$ cat src/rtl/alu_seq.sv
`timescale 1ns/1ps
// Sequential RV32I ALU front-end: decodes OP/OP-IMM/BRANCH, drives an external ALU and returns results
// through a valid/ready port. Define ALU_SEQ_B2B_EN to let RESP hand off and accept in the same cycle.
module alu_seq (
  input  logic        clk,
  input  logic        rst_n,
  input  logic        instr_valid,
  output logic        instr_ready,
  input  logic [31:0] instr,
  input  logic [31:0] rs1_data,
  input  logic [31:0] rs2_data,
  output logic [3:0]  Upr_ALU,
  output logic [31:0] A,
  output logic [31:0] B,
  input  logic [31:0] Out_ALU,
  input  logic        C,
  output logic        res_valid,
  input  logic        res_ready,
  output logic [31:0] res_data,
  output logic [4:0]  res_rd,
  output logic        res_we,
  output logic        br_taken,
  output logic        illegal
);

  typedef enum logic [1:0] {
    S_IDLE = 2'd0,
    S_EXEC = 2'd1,
    S_RESP = 2'd2
  } state_e;

  typedef enum logic [3:0] {
    ALU_ADD  = 4'd0,
    ALU_SUB  = 4'd1,
    ALU_SLL  = 4'd2,
    ALU_SLTS = 4'd3,
    ALU_SLTU = 4'd4,
    ALU_XOR  = 4'd5,
    ALU_SRL  = 4'd6,
    ALU_SRA  = 4'd7,
    ALU_OR   = 4'd8,
    ALU_AND  = 4'd9,
    ALU_EQ   = 4'd10,
    ALU_NE   = 4'd11,
    ALU_LTS  = 4'd12,
    ALU_GES  = 4'd13,
    ALU_LTU  = 4'd14,
    ALU_GEU  = 4'd15
  } alu_op_e;

  localparam logic [6:0] OPC_OP     = 7'b0110011;
  localparam logic [6:0] OPC_OP_IMM = 7'b0010011;
  localparam logic [6:0] OPC_BRANCH = 7'b1100011;

  // instruction fields
  logic [6:0]  opcode;
  logic [2:0]  funct3;
  logic [6:0]  funct7;
  logic [4:0]  rd_f;
  logic [31:0] imm_i;
  logic        is_shift;

  assign opcode   = instr[6:0];
  assign funct3   = instr[14:12];
  assign funct7   = instr[31:25];
  assign rd_f     = instr[11:7];
  assign imm_i    = {{20{instr[31]}}, instr[31:20]};
  assign is_shift = (funct3[1:0] == 2'b01);

  // alt selects SUB for funct3=000 and SRA for funct3=101
  function automatic alu_op_e arith_op(input logic [2:0] f3, input logic alt);
    alu_op_e op;
    case (f3)
      3'b000:  op = alt ? ALU_SUB : ALU_ADD;
      3'b001:  op = ALU_SLL;
      3'b010:  op = ALU_SLTS;
      3'b011:  op = ALU_SLTU;
      3'b100:  op = ALU_XOR;
      3'b101:  op = alt ? ALU_SRA : ALU_SRL;
      3'b110:  op = ALU_OR;
      default: op = ALU_AND;
    endcase
    return op;
  endfunction

  // decoded view of the offered instruction
  alu_op_e     dec_op;
  logic [31:0] dec_a;
  logic [31:0] dec_b;
  logic [4:0]  dec_rd;
  logic        dec_we;
  logic        dec_br;
  logic        dec_ill;

  always_comb begin
    dec_op  = ALU_ADD;
    dec_a   = '0;
    dec_b   = '0;
    dec_rd  = '0;
    dec_we  = 1'b0;
    dec_br  = 1'b0;
    dec_ill = 1'b0;
    case (opcode)
      OPC_OP: begin
        if ((funct7 != 7'b0000000) && (funct7 != 7'b0100000)) begin
          dec_ill = 1'b1;
        end else begin
          dec_op = arith_op(funct3, funct7[5]);
          dec_a  = rs1_data;
          dec_b  = is_shift ? {27'b0, rs2_data[4:0]} : rs2_data;
          dec_rd = rd_f;
          dec_we = (rd_f != 5'd0);
        end
      end
      OPC_OP_IMM: begin
        dec_op = arith_op(funct3, (funct3 == 3'b101) && instr[30]);
        dec_a  = rs1_data;
        dec_b  = is_shift ? {27'b0, instr[24:20]} : imm_i;
        dec_rd = rd_f;
        dec_we = (rd_f != 5'd0);
      end
      OPC_BRANCH: begin
        dec_a  = rs1_data;
        dec_b  = rs2_data;
        dec_br = 1'b1;
        case (funct3)
          3'b000:  dec_op = ALU_EQ;
          3'b001:  dec_op = ALU_NE;
          3'b100:  dec_op = ALU_LTS;
          3'b101:  dec_op = ALU_GES;
          3'b110:  dec_op = ALU_LTU;
          3'b111:  dec_op = ALU_GEU;
          default: begin
            dec_ill = 1'b1;
            dec_a   = '0;
            dec_b   = '0;
            dec_br  = 1'b0;
          end
        endcase
      end
      default: dec_ill = 1'b1;
    endcase
  end

  state_e      state_q,    state_d;
  alu_op_e     upr_q,      upr_d;
  logic [31:0] a_q,        a_d;
  logic [31:0] b_q,        b_d;
  logic        is_br_q,    is_br_d;
  logic [31:0] res_data_q, res_data_d;
  logic [4:0]  res_rd_q,   res_rd_d;
  logic        res_we_q,   res_we_d;
  logic        br_q,       br_d;
  logic        ill_q,      ill_d;
  logic        accept;

`ifdef ALU_SEQ_B2B_EN
  assign instr_ready = (state_q == S_IDLE) || ((state_q == S_RESP) && res_ready);
`else
  assign instr_ready = (state_q == S_IDLE);
`endif

  assign accept = instr_valid && instr_ready;

  always_comb begin
    state_d    = state_q;
    upr_d      = upr_q;
    a_d        = a_q;
    b_d        = b_q;
    is_br_d    = is_br_q;
    res_data_d = res_data_q;
    res_rd_d   = res_rd_q;
    res_we_d   = res_we_q;
    br_d       = br_q;
    ill_d      = ill_q;
    case (state_q)
      S_IDLE: ;
      S_EXEC: begin
        res_data_d = is_br_q ? '0 : Out_ALU;
        br_d       = is_br_q ? C : 1'b0;
        state_d    = S_RESP;
      end
      S_RESP: begin
        if (res_ready) state_d = S_IDLE;
      end
      default: state_d = S_IDLE;
    endcase
    // a new accept overrides the RESP->IDLE handoff when back-to-back issue is enabled
    if (accept) begin
      upr_d      = dec_op;
      a_d        = dec_a;
      b_d        = dec_b;
      is_br_d    = dec_br;
      res_data_d = '0;
      res_rd_d   = dec_rd;
      res_we_d   = dec_we;
      br_d       = 1'b0;
      ill_d      = dec_ill;
      state_d    = dec_ill ? S_RESP : S_EXEC;
    end
  end

  always_ff @(posedge clk or negedge rst_n) begin
    if (!rst_n) begin
      state_q    <= S_IDLE;
      upr_q      <= ALU_ADD;
      a_q        <= '0;
      b_q        <= '0;
      is_br_q    <= 1'b0;
      res_data_q <= '0;
      res_rd_q   <= '0;
      res_we_q   <= 1'b0;
      br_q       <= 1'b0;
      ill_q      <= 1'b0;
    end else begin
      state_q    <= state_d;
      upr_q      <= upr_d;
      a_q        <= a_d;
      b_q        <= b_d;
      is_br_q    <= is_br_d;
      res_data_q <= res_data_d;
      res_rd_q   <= res_rd_d;
      res_we_q   <= res_we_d;
      br_q       <= br_d;
      ill_q      <= ill_d;
    end
  end

  assign Upr_ALU   = upr_q;
  assign A         = a_q;
  assign B         = b_q;
  assign res_valid = (state_q == S_RESP);
  assign res_data  = res_data_q;
  assign res_rd    = res_rd_q;
  assign res_we    = res_we_q;
  assign br_taken  = br_q;
  assign illegal   = ill_q;

endmodule

$ cat config.mk
export PLATFORM = sky130hd
export DESIGN_NAME = alu_seq
export DESIGN_NICKNAME = d
export VERILOG_FILES = /design/src/rtl/alu_seq.sv
export SDC_FILE = /design/constraint.sdc
export NUM_CORES = 1
export LEC_CHECK = 0
export CAP_MARGIN = 20
export CORE_MARGIN = 4
export CORE_UTILIZATION = 35
export DETAILED_ROUTE_END_ITERATION = 8
export PLACE_DENSITY = 0.89
export SLEW_MARGIN = 20
export SYNTH_ARGS = -nofsm -noshare
export SYNTH_HDL_FRONTEND = slang
export SYNTH_SLANG_ARGS = --single-unit
$ cat constraint.sdc
create_clock -name clk -period 2.1 [get_ports clk]
set_input_delay 0.315 -clock clk [delete_from_list [all_inputs] [get_ports clk]]
set_output_delay 0.315 -clock clk [all_outputs]
set_load 0.02 [all_outputs]
* Yosys cells after proc, flatten, opt, wreduce, memory -nomap -nowiden
Cells that the tools add are included.
Cells by class: mux-type cells 36, eq/ne operators 16, reductions and logical operators 10
Operators with widths (count):
- two-way mux 32 bit | 9
- one-hot mux 32 bit (3 select lines) | 2
- one-hot mux 4 bit (7 select lines) | 2
- one-hot mux 4 bit (6 select lines) | 1
- == test 3 bit, second input constant | 4
- two-way mux 1 bit | 12
- one-hot mux 4 bit (3 select lines) | 1
- one-hot mux 5 bit (2 select lines) | 1
- == test 7 x 5 -> 1 bit, second input constant | 1
- == test 7 x 6 -> 1 bit, second input constant | 1
- == test 7 bit, second input constant | 1
- != test 7 x 6 -> 1 bit, second input constant | 1
- nonzero test 7 bit | 1
- == test 3 x 2 -> 1 bit, second input constant | 2
- two-way mux 2 bit | 3
- one-hot mux 2 bit (3 select lines) | 1
- OR reduction 6 bit | 1
- two-way mux 5 bit | 1
- nonzero test 5 bit | 1
- == test 2 x 1 -> 1 bit, second input constant | 2
- two-way mux 4 bit | 1
- == test 3 x 1 -> 1 bit, second input constant | 1
- logical AND 1 bit | 3
- logical NOT 3 bit | 1
- 8 further kinds | 8
Word-level totals: bits in registers 111

* Logic depth before layout (Yosys ltp)
depth after elaboration 6, mapped depth 6

* Worst setup path after synthesis
OpenSTA, ideal clock, no wires.
kind input -> register, start point input port instr[25], end point register b_q[10], in the netlist B[10], stages on the path 6, buffers on the path 2, arrival time 2.256 ns, slack -0.220 ns, required time 2.036 ns, cells stage by stage or4_4 or4_1 buf_2 a2111oi_4 buf_6 a221o_2
On the way: word-level cells in the longest chain between the ends 4, elaborated cells on any way between the ends 5, those cells by class eq/ne: 1; mux: 2; reduce/logical: 2
RTL lines:
- start, declared | RTL line 9 | input logic [31:0] instr,
- != test 7 x 6 -> 1 bit or nonzero test 7 bit (tied branches) | RTL line 105 | if ((funct7 != 7'b0000000) && (funct7 != 7'b0100000)) begin
- logical AND 1 bit (*) | RTL line 105
- two-way mux 32 bit (*) | RTL line 105
- one-hot mux 32 bit (3 select lines) (*) | RTL line 103 | case (opcode)
- end signal, assigned | RTL line 208 | b_q <= '0;
- end signal, assigned | RTL line 219 | b_q <= b_d;
- end, declared | RTL line 148 | logic [31:0] b_q, b_d;
Mark *: on every way between the ends. The rest lies on a longest branch, timed or not. A chain may end at the register's enable or synchronous reset.

* Worst setup path after layout
start point input port instr_valid, end point register b_q[31], in the netlist B[31]
On the way: word-level cells in the longest chain between the ends 1
RTL lines:
- start, declared | RTL line 7 | input logic instr_valid,
- logical AND 1 bit | RTL line 163 | assign accept = instr_valid && instr_ready;
No other way between the ends.

==> summary.txt <==
Outcome
  • Run status: complete, but fails checks
  • Violations in the final reports: hold timing

Critical path
  • Slowest stage cell, crit path: sky130_fd_sc_hd__clkdlybuf4s50_1
  • CP Data Arrival Time: 2.32 ns
  • Critical path required time: 2.38 ns
  • Biggest fanout along the worst timing path: 7
  • Critical Path End Type: flip-flop
  • Largest stage delay on the critical path: 0.49 ns
  • CP Class: in2reg
  • Cell-by-cell listing of the critical path: clkdlybuf4s50_1 -> or3b_4 -> or2_4 -> a2111oi_4 -> buf_6 -> buf_12 -> buf_16 -> a221o_2
  • Worst setup SP type: input port

Detailed routing
  • Number of detailed-route iterations in the first pass: 4
  • Avg WL per Cell: 19.3 µm
  • Detailed Route Iter0 Violations: 263
  • Number of vias per cell after detailed routing: 5.22
  • Total Wirelength: 14.9 mm
  • Post-route ant nets: 0
  • Number of remaining DRC errors: 0
  • Via count: 4029

Yosys
  • Number of distinct standard cells referenced by the synthesized netlist: 37
  • Syn. warnings: 0
  • Main combinational cell family by area after synthesis: compound AO/OA/AOI/OAI gates
  • Sequential area share after synthesis: 63.1%
  • Post-synthesis share of cell area spent on full adders, half adders and majority gates: 0%
  • Simple-gate area share of the yosys netlist: 8.01%
  • Multiplexer share of the synthesized area: 0%
  • Instance count of the mapped netlist: 340
  • Parity-gate share of the synthesized area counting xor and xnor cells: 0%
  • Number of storage elements in the synthesis netlist: 111
  • Fraction of post-synthesis cell area in the top cell type by area: 63.1%
  • Biggest area consumer among synthesized cells: sky130_fd_sc_hd__dfrtp_1
  • Cells taking the most area after synthesis: sky130_fd_sc_hd__dfrtp_1 (63%), sky130_fd_sc_hd__a22o_1 (13%), sky130_fd_sc_hd__a221o_2 (5.1%)
  • Post-synthesis net count: 473
  • Post-Syn Area per Cell: 13.0 µm²
  • Fraction of the mapped netlist area in compound gates: 25.7%
  • Netlist area before placement: 4400 µm²

Global routing
  • Global-route wire length before repair: 23.1 mm
  • Number of antenna violations at the first check in global routing: 0
  • Largest net degree at the start of global routing: 112
  • All-layer global routing usage: 20.3%
  • Number of global-route vias before repair: 4267
  • Gr ovfl total: 0

Clocking
  • CTS tree: built
  • Number of hold-repair buffers added at the cts stage: 0
  • Number of clock buffers inserted by TritonCTS: 9
  • Clock insertion delay at the later pin of the skew report: 0.35 ns
  • Maximum level of the CTS H-tree: 3
  • CTS sink count: 111
  • Post-CTS clock slew at the launch and capture registers of the worst setup and hold paths: 0.07 ns
  • Master cell of the clock root buffer: sky130_fd_sc_hd__clkbuf_16
  • Maximum clock path buffer count: 2

STA
  • Final clock skew: 0.00854 ns
  • Tightest Pin Transition: 0.778 ns
  • Fin Hold WS: -0.0160 ns
  • Final setup viols: 0
  • Slew headroom: 48.0%
  • Highest clock frequency the design can meet: 491 MHz
  • Final critical-path required period: 2.03 ns
  • Hold violation count in the final report: 9
  • Share of the cycle needed by the critical path after routing: 96.9%
  • Setup repair after global routing missed its margin: no
  • Setup TNS: 0 ns
  • Worst setup margin: 0.0652 ns
  • Final Max Tran Viols: 0

Power
  • Leakage: 3.34 nW
  • Psw: 1.07 mW
  • Worst ir drop on vdd: 0.000354 V
  • Share of power burned in the clock network: 37.3%
  • Total power: 4.59 mW
  • Power density over the cells: 602 nW/µm²
  • Sequential power share: 48.0%
  • Combinational power share: 14.8%
  • Int Power: 3.52 mW
  • Switching portion of total power: 23.3%

Placed design
  • Quantity of I/O buffers inserted on ports: 237
  • Setup slack at placement: -0.552 ns
  • Instance count after placement with tap cells included: 751
  • Detailed placement HPWL: 10.8 mm
  • Routability congestion estimate from global placement: 0.827

Layout
  • Number of nets in the final layout: 734
  • Share of post-route cells with drive strength above 1: 14.4%
  • Number of fillers in the final layout: 928
  • Final Instance Count excl. Fillers: 772
  • Register Area: 2780 µm²
  • Antenna fix cells: 0
  • Combined area of the multi-input logic cells: 1530 µm²
  • Layout overhead on the synthesized area: 73.0%

Floorplanning
  • Die Span Y: 120 µm
  • Initial Util: 36.2%
  • Number of cell rows: 40
  • Die W: 120 µm
  • Area of the die: 14400 µm²
  • Top-Level Pins: 243
  • Core box area: 12200 µm²

Hold path
  • Worst min-delay path class: in2async

Run
  • Max-cap violations: 0
## synthesized netlist by cell type
cell                          n
sky130_fd_sc_hd__and4b_1      1
sky130_fd_sc_hd__a221o_2     20
sky130_fd_sc_hd__nand4bb_1    1
sky130_fd_sc_hd__buf_6        2
sky130_fd_sc_hd__a22o_1      65
sky130_fd_sc_hd__o311ai_0     1
sky130_fd_sc_hd__o21ai_0     11
sky130_fd_sc_hd__nor3_1       3
sky130_fd_sc_hd__nand3b_1     2
sky130_fd_sc_hd__nand2_1     19
sky130_fd_sc_hd__o31ai_1      3
sky130_fd_sc_hd__a22oi_1      1
sky130_fd_sc_hd__nand2b_1     6
sky130_fd_sc_hd__dfrtp_1    111
sky130_fd_sc_hd__o21bai_1     1
sky130_fd_sc_hd__a21o_1       1
sky130_fd_sc_hd__o22ai_1      5
sky130_fd_sc_hd__inv_1        7
sky130_fd_sc_hd__nor4b_1      2
sky130_fd_sc_hd__o221ai_1     1
sky130_fd_sc_hd__and3b_1      1
sky130_fd_sc_hd__clkbuf_1    19
sky130_fd_sc_hd__a21oi_1      8
sky130_fd_sc_hd__and3_1       7
sky130_fd_sc_hd__or4_4        1
sky130_fd_sc_hd__or3b_2       1
sky130_fd_sc_hd__nor2_1      15
sky130_fd_sc_hd__a2111o_1     1
sky130_fd_sc_hd__a31oi_1      1
sky130_fd_sc_hd__a2111oi_4    1
sky130_fd_sc_hd__a221o_1      7
sky130_fd_sc_hd__buf_2        4
sky130_fd_sc_hd__a211o_1      2
sky130_fd_sc_hd__nor2b_1      4
sky130_fd_sc_hd__or4_1        2
sky130_fd_sc_hd__a32oi_1      2
sky130_fd_sc_hd__or2_2        1
## cells in the final DEF (no fill, tap or decap), types with 2 or more instances in the layout
cell                                n
sky130_fd_sc_hd__nor4b_1            2
sky130_fd_sc_hd__nor2b_1            4
sky130_fd_sc_hd__buf_16             3
sky130_fd_sc_hd__nand3b_1           2
sky130_fd_sc_hd__a32oi_1            2
sky130_fd_sc_hd__o31ai_1            3
sky130_fd_sc_hd__nand2b_1           6
sky130_fd_sc_hd__nor2_1            14
sky130_fd_sc_hd__dfrtp_1          111
sky130_fd_sc_hd__nand2_1           19
sky130_fd_sc_hd__o21ai_0           11
sky130_fd_sc_hd__a21oi_1            7
sky130_fd_sc_hd__clkbuf_8           2
sky130_fd_sc_hd__a221o_2           20
sky130_fd_sc_hd__a22o_1            65
sky130_fd_sc_hd__buf_6              2
sky130_fd_sc_hd__clkdlybuf4s50_1  232
sky130_fd_sc_hd__inv_1              7
sky130_fd_sc_hd__a221o_1            7
sky130_fd_sc_hd__buf_4             29
sky130_fd_sc_hd__buf_12             6
sky130_fd_sc_hd__or4_4              2
sky130_fd_sc_hd__clkbuf_16          9
sky130_fd_sc_hd__and3_1             7
sky130_fd_sc_hd__nor3_1             2
sky130_fd_sc_hd__buf_2              3
sky130_fd_sc_hd__o22ai_1            5
## through the flow
| step | cell area [µm²] | util, % |
|---|---|---|
| 2_1_floorplan | 4400 | - |
| 4_1_cts | 7610 | 62.6 |
| 6_report | 7620 | 62.6 |
| 5_1_grt | 7620 | 62.6 |
| 3_3_place_gp | 7170 | 59.0 |
| 3_5_place_dp | 7180 | 59.0 |
## area by class of cell
type	instances	share of cell area, %
Timing Repair Buffer	275	36.5
Sequential cell	111	36.5
Inverter	7	0.345
Clock buffer	11	3.32
Multi-Input combinational cell	197	20.0
Clock inverter	3	0.575
Tap cell	168	2.76
## worst max-delay path, delay by kind of cell
family,cells,cell delay (ns)
simple gates,2,0.68
compound gates,2,0.42
buf+inv,4,0.90
## metal layers
layer / wire length (µm) / track usage [%] / share of wire, % / vias to the layer above
met3: 1150 / 5.47 / 7.7 / 33
li1: - / - / - / 1833
met4: 411 / 8.52 / 2.8 / 0
met2: 7710 / 35.5 / 52 / 192
met5: 0 / 0 / 0 / -
met1: 5600 / 23.5 / 38 / 1971
## cells by family (layout without fill, tap and decap cells)
kind of cell | count (synthesis) | count (layout)
flops | 111 | 111
buf+inv | 32 | 296
compound gates | 131 | 131
simple gates | 66 | 66
## path summary, 6_finish.rpt
path	slack, ns	cells after the start	to	from
worst max register to register	0.14	7	B[31]$_DFFE_PN0P_	state_q[1]$_DFFE_PN0P_
min in group clk	0.32	3	B[5]$_DFFE_PN0P_	instr[25]
max in group asynchronous	1.58	2	Upr_ALU[2]$_DFFE_PN0P_	rst_n
worst max-delay path	0.07	8	B[31]$_DFFE_PN0P_	instr_valid
worst min-delay path	-0.02	2	B[1]$_DFFE_PN0P_	rst_n
worst min register to register	0.49	2	res_we$_DFFE_PN0P_	res_we$_DFFE_PN0P_
## power groups by stage
stage	sequential (mW)	clock, mW	combinational [mW]
floorplan	2.29	0	0.160
global placement	2.24	0	0.653
detailed placement	2.24	0	0.677
CTS	2.20	1.75	0.680
global route	2.20	1.84	0.724
finish	2.20	1.71	0.677
## what timing repair did
action / in CTS / in global routing
cloned: 3 / 0
setup endpoints to repair: 66 / 20
pin swaps: 4 / 2
gates resized for setup: 23 / 1
buffers inserted: 4 / 0
## registers in the layout, indices dropped and copies added, names as in the netlist
| name | count |
|---|---|
| A | 32 |
| B | 32 |
| res_data | 32 |
| res_rd | 5 |
| Upr_ALU | 4 |
| state_q | 2 |
| br_taken | 1 |
| illegal | 1 |
| is_br_q | 1 |
| res_we | 1 |
No activity file was read; power rests on OpenSTA's default activity.
